File: src/rtl/spi_master_pkg.sv
// Shared types and constants for the SPI accelerometer poller: FSM states, axis
// selection, the read command byte, axis register addresses and the hex font.
package spi_master_pkg;

  typedef enum logic [2:0] {ST_IDLE, ST_CMD, ST_ADDR, ST_READ, ST_GAP} state_t;
  typedef enum logic [1:0] {AX_X, AX_Y, AX_Z} axis_t;

  localparam logic [7:0] SPI_CMD_READ = 8'h0B;
  localparam logic [7:0] ADDR_X       = 8'h08;
  localparam logic [7:0] ADDR_Y       = 8'h09;
  localparam logic [7:0] ADDR_Z       = 8'h0A;

  function automatic logic [7:0] axis_addr(input axis_t a);
    case (a)
      AX_Y:    return ADDR_Y;
      AX_Z:    return ADDR_Z;
      default: return ADDR_X;
    endcase
  endfunction

  function automatic axis_t axis_next(input axis_t a);
    case (a)
      AX_X:    return AX_Y;
      AX_Y:    return AX_Z;
      default: return AX_X;
    endcase
  endfunction

  // Active-low segment pattern ordered {g,f,e,d,c,b,a}
  function automatic logic [6:0] hex_to_seg(input logic [3:0] n);
    case (n)
      4'h0:    return 7'h40;
      4'h1:    return 7'h79;
      4'h2:    return 7'h24;
      4'h3:    return 7'h30;
      4'h4:    return 7'h19;
      4'h5:    return 7'h12;
      4'h6:    return 7'h02;
      4'h7:    return 7'h78;
      4'h8:    return 7'h00;
      4'h9:    return 7'h10;
      4'hA:    return 7'h08;
      4'hB:    return 7'h03;
      4'hC:    return 7'h46;
      4'hD:    return 7'h21;
      4'hE:    return 7'h06;
      default: return 7'h0E;
    endcase
  endfunction

endpackage

File: src/rtl/seg7_mux.sv
// Two-digit hex display driver: alternates an[0] (low nibble) and an[1] (high
// nibble) every REFRESH_CNT clocks. Only built when SPI_DISPLAY_EN is defined.
`ifdef SPI_DISPLAY_EN
module seg7_mux
  import spi_master_pkg::*;
#(
  parameter int REFRESH_CNT = 100000
) (
  input  logic       clk,
  input  logic       rst_n,
  input  logic [7:0] i_byte,
  output logic [6:0] o_seg,
  output logic [3:0] o_an
);

  localparam int CNT_W = (REFRESH_CNT > 1) ? $clog2(REFRESH_CNT) : 1;
  localparam logic [CNT_W-1:0] CNT_LAST = CNT_W'(REFRESH_CNT - 1);

  logic [CNT_W-1:0] r_cnt;
  logic             r_digit;
  logic [3:0]       w_nibble;

  always_ff @(posedge clk or negedge rst_n) begin
    if (!rst_n) begin
      r_cnt   <= '0;
      r_digit <= 1'b0;
    end else if (r_cnt == CNT_LAST) begin
      r_cnt   <= '0;
      r_digit <= ~r_digit;
    end else begin
      r_cnt <= r_cnt + 1'b1;
    end
  end

  assign w_nibble = r_digit ? i_byte[7:4] : i_byte[3:0];
  assign o_seg    = hex_to_seg(w_nibble);
  assign o_an     = r_digit ? 4'b1101 : 4'b1110;

endmodule
`endif

File: src/rtl/spi_master.sv
// SPI mode-0 master polling X/Y/Z accelerometer registers (cmd 0x0B, addr, read).
// Define SPI_DISPLAY_EN to drive the captured byte onto a two-digit 7-segment display.
module spi_master
  import spi_master_pkg::*;
#(
  parameter int CLK_DIV     = 10,
  parameter int GAP_CYCLES  = 16,
  parameter int REFRESH_CNT = 100000
) (
  input  logic       clk,
  input  logic       rst_n,
  input  logic       active_btn,
  input  logic       miso,
  output logic       mosi,
  output logic       cs,
  output logic       sclk,
  output logic [6:0] seg,
  output logic [3:0] an,
  output logic       dpx,
  output logic       dpy,
  output logic       dpz,
  output logic       rx_debug
);

  localparam int HALF  = CLK_DIV / 2;
  localparam int DIV_W = $clog2(CLK_DIV);
  localparam int GAP_W = $clog2(GAP_CYCLES + 1);
  localparam logic [DIV_W-1:0] DIV_LAST = DIV_W'(CLK_DIV - 1);
  localparam logic [DIV_W-1:0] DIV_HALF = DIV_W'(HALF);
  localparam logic [DIV_W-1:0] DIV_RISE = DIV_W'(HALF - 1);
  localparam logic [GAP_W-1:0] GAP_LAST = GAP_W'(GAP_CYCLES - 1);

  state_t           r_state, w_state_nxt;
  axis_t            r_axis;
  logic [DIV_W-1:0] r_div;
  logic [2:0]       r_bit;
  logic [GAP_W-1:0] r_gap;
  logic [7:0]       r_tx, r_rx, r_disp;
  logic [2:0]       r_dp;
  logic             w_active, w_period_end, w_byte_end;

  assign w_active     = (r_state == ST_CMD) || (r_state == ST_ADDR) || (r_state == ST_READ);
  assign w_period_end = w_active && (r_div == DIV_LAST);
  assign w_byte_end   = w_period_end && (r_bit == 3'd7);

  always_ff @(posedge clk or negedge rst_n) begin
    if (!rst_n) r_state <= ST_IDLE;
    else        r_state <= w_state_nxt;
  end

  always_comb begin
    w_state_nxt = r_state;
    case (r_state)
      ST_IDLE: if (active_btn) w_state_nxt = ST_CMD;
      ST_CMD:  if (w_byte_end) w_state_nxt = ST_ADDR;
      ST_ADDR: if (w_byte_end) w_state_nxt = ST_READ;
      ST_READ: if (w_byte_end) w_state_nxt = ST_GAP;
      ST_GAP:  if (r_gap == GAP_LAST) w_state_nxt = active_btn ? ST_CMD : ST_IDLE;
      default: w_state_nxt = ST_IDLE;
    endcase
  end

  // Low half of each SCLK period first, so the falling edge coincides with the shift
  always_comb begin
    cs       = 1'b1;
    sclk     = 1'b0;
    mosi     = 1'b0;
    rx_debug = (r_state == ST_READ);
    if (w_active) begin
      cs   = 1'b0;
      sclk = (r_div >= DIV_HALF);
      mosi = r_tx[7];
    end
  end

  always_ff @(posedge clk or negedge rst_n) begin
    if (!rst_n) begin
      r_div  <= '0;
      r_bit  <= '0;
      r_gap  <= '0;
      r_tx   <= '0;
      r_rx   <= '0;
      r_axis <= AX_X;
      r_disp <= '0;
      r_dp   <= '0;
    end else begin
      if (w_active) begin
        r_div <= w_period_end ? '0 : r_div + 1'b1;
        if (w_period_end) begin
          r_bit <= r_bit + 1'b1;
          if (w_byte_end && (r_state == ST_CMD)) r_tx <= axis_addr(r_axis);
          else                                   r_tx <= {r_tx[6:0], 1'b0};
        end
        // Sample on the edge where sclk is about to rise
        if ((r_state == ST_READ) && (r_div == DIV_RISE)) r_rx <= {r_rx[6:0], miso};
      end else begin
        r_div <= '0;
        r_bit <= '0;
        r_tx  <= SPI_CMD_READ;
      end
      r_gap <= (r_state == ST_GAP) ? r_gap + 1'b1 : '0;
      if ((r_state == ST_READ) && w_byte_end) begin
        r_disp <= r_rx;
        r_dp   <= 3'b001 << r_axis;
        r_axis <= axis_next(r_axis);
      end
    end
  end

  assign dpx = r_dp[0];
  assign dpy = r_dp[1];
  assign dpz = r_dp[2];

`ifdef SPI_DISPLAY_EN
  seg7_mux #(
    .REFRESH_CNT(REFRESH_CNT)
  ) u_seg7 (
    .clk   (clk),
    .rst_n (rst_n),
    .i_byte(r_disp),
    .o_seg (seg),
    .o_an  (an)
  );
`else
  localparam int unused_refresh_cnt = REFRESH_CNT;
  logic w_unused_disp;
  assign w_unused_disp = ^r_disp;
  assign seg = 7'h7F;
  assign an  = 4'hF;
`endif

endmodule

File: config.mk
export PLATFORM = sky130hd
export DESIGN_NAME = spi_master
export DESIGN_NICKNAME = d
export VERILOG_FILES = /design/src/rtl/spi_master_pkg.sv /design/src/rtl/seg7_mux.sv /design/src/rtl/spi_master.sv
export SDC_FILE = /design/constraint.sdc
export NUM_CORES = 1
export LEC_CHECK = 0
export BUFFER_PORTS_ARGS = -buffer_cell sky130_fd_sc_hd__buf_4
export CAP_MARGIN = 30
export CORE_MARGIN = 5
export CORE_UTILIZATION = 38
export CTS_CLUSTER_SIZE = 14
export DETAILED_ROUTE_END_ITERATION = 6
export GPL_ROUTABILITY_DRIVEN = 1
export SLEW_MARGIN = 0
export SYNTH_ARGS = -nofsm -noshare
export SYNTH_HDL_FRONTEND = slang
export SYNTH_SLANG_ARGS = --single-unit
File: constraint.sdc
create_clock -name clk -period 4 [get_ports clk]
set_input_delay 0.2 -clock clk [delete_from_list [all_inputs] [get_ports clk]]
set_output_delay 0.2 -clock clk [all_outputs]
set_load 0.005 [all_outputs]
==> impl_metrics.ini <==
[outcome]
status = complete, no violations

[sta]
rsz0062_at_grt = false
finalCriticalPeriod_ns = 2.00
drv_slew = 0
worstMarginPinSlew_ns = 0.622
period_share_pct = 50.0
finalHoldViolCount = 0
finalSetupViolCount = 0
fin_tns_setup_ns = 0
fin_skew_ns = 0.00725
max_freq_mhz = 500
relSlewSlack_pct = 58.5

[critical_path]
cp_max_fo = 18
r2r_slack_ns = 2.00
critPathKind = flop to flop
end_kind = flop
crit_arrival_ns = 2.23
r2r_start = r_div[1]
r2r-end = r_axis[0]
cp.required_ns = 4.23
start_kind = flop
r2r_cells = 5

[global_routing]
grt_max_degree = 27
grt_pass1_vias = 863
grt_util_all_layers_pct = 9.52
grt-ovfl-total = 0
grt_pass1_wl_um = 3860
antenna_found_initial = 0

[yosys]
syn_area_um2 = 1350
synth_ff_type = dfrtp_1
ys_ff_latch = 26
yosysTopAreaCell = dfrtp_1
ys_warn_count = 0
synth_top_area_share_pct = 48.1
synth_cell_types = 36
ys_seq_area_share_pct = 48.1
synth-edff-count = 0
async_flop_share_pct = 100
synth_commonest_cells = dfrtp_1, buf_4, nand2_1, a21oi_1, nor2_1
syn_area_per_cell_um2 = 10.2
synth.most_common_cell = dfrtp_1
netlist_top_cells_area = dfrtp_1, ha_1, buf_4
syn_inst = 132

[die]
num_rows = 21
core_um2 = 3390
io_pins = 22
die_width_um = 69.6
die-area_um2 = 4850
start_util_pct = 39.9
die_h_um = 69.6

[clocking]
worstSkewPairLatency_ns = 0.32
clk_pin_slew_worst_paths_ns = 0.14
htree_num_levels = 1
clock_sinks = 26
cts_hold_repair.buffers = 1
clockBufferDepth = 2
cts_tree = yes
cts-buffers-inserted = 3
postCtsSetupBuffers = 0
clock-root-buffer = clkbuf_4
cts_resized = 0

[pwr]
pwr_density_cell_nw_per_um2 = 280
ir_worst_vdd_mv = 0.117
p_leak_nw = 0.709
power_mw = 0.405

[detailed_routing]
drtIter0Drc = 65
routedWlPerCell_um = 11.9
vias = 892
final_antenna_net_count = 0
wl_um = 2210
drt_first_pass_iters = 4
routed_via_density = 4.80
drcViolationCount = 0

[placement]
io_buffers = 9
place_area_um2 = 1400
dp_hpwl_um = 1530
place_inst = 181
globalplace.congestion = 0.797

[cells_and_area]
fin_util_pct = 42.7
final_nets = 152
area_delta_synth_final_pct = 7.13
regArea_um2 = 651
drive_gt1_share_pct = 13.6
final_cell_count_no_fill = 186
diodes = 0
multi_input_area_um2 = 607
fin_area_um2 = 1450
nFillCells = 339

[hold_path]
hp-start = active_btn
hp-class = primary input to flop
holdPathEnd = r_state[0]
hold_depth = 3

[job]
drv_cap = 0
[worst max-delay path: stages (launching register included)]
cell and delay, ns:
dfrtp_1 0.42, inv_1 0.09, ha_1 0.19, and3b_1 0.58, and3_4 0.33, mux2_4 0.30
[state kept, by name (all words and copies together) (netlist names)]
| register | cells |
|---|---|
| r_tx | 8 |
| r_gap | 5 |
| r_div | 4 |
| r_bit | 3 |
| r_state | 3 |
| r_axis | 2 |
| r_dp | 1 |
[placed cells by master, fill, tap and decap left out, types with 2 or more instances in the layout]
cell type / count
clkbuf_4: 3
ha_1: 7
nand2b_1: 2
a31oi_1: 2
dfrtp_1: 26
nor2_1: 10
xnor2_1: 3
nand3_1: 7
buf_4: 9
inv_1: 5
and3_1: 3
conb_1: 11
mux2_4: 3
nand2_1: 11
and3b_1: 3
o21ai_0: 3
nor3_1: 4
nor2b_1: 2
a21oi_1: 10
[report_power, final]
group          switching, mW  internal [mW]  total (mW)
Combinational        0.00777        0.00191     0.00968
Clock                 0.0769         0.0557       0.133
Sequential                 0          0.263       0.263
Total                 0.0847          0.320       0.405
[how the worst max path moves through the flow]
stage,slack [ns],to,startpoint
after floorplan,2.46,r_axis[0],r_div[0]
after global placement,2.02,r_axis[1],r_div[1]
after detailed placement,1.98,r_dp[2],r_div[1]
after CTS,1.98,r_axis[0],r_div[1]
after global routing,1.85,r_dp[2],r_div[1]
final,2.00,r_axis[0],r_div[1]
[layout make-up]
cell class | instances | area share, %
Sequential cell | 26 | 44.9
Multi-Input combinational cell | 95 | 41.9
Timing Repair Buffer | 10 | 5.36
Tap cell | 46 | 3.98
Clock buffer | 4 | 2.51
Inverter | 5 | 1.30
[per-layer routing]
layer	up-vias	routed length [um]	global-route usage (%)
met4	0	34	3.62
met5	-	0	0
met2	14	1030	16.0
li1	445	-	-
met1	428	1050	12.0
met3	5	97	1.88
[logic make-up after synthesis]
group / count (synthesis) / share of synthesized area (%)
and+or+nand+nor: 49 / 20.0
adders and majority gates: 7 / 6.48
buffers and inverters: 21 / 9.72
other: 1 / 0.278
muxes: 4 / 4.07
AOI/OAI and AO/OA: 20 / 8.70
xor gates and xnor gates: 4 / 2.59
DFF: 26 / 48.1
[through the flow]
stage / hold slack, ns / worst slack [ns]
floorplan: -0.0956 / 2.46
global placement: 0.124 / 2.02
detailed placement: 0.131 / 1.98
CTS: 0.239 / 1.98
global route: 0.274 / 1.85
finish: 0.248 / 2.00
Power figures use the tool's default switching activity.
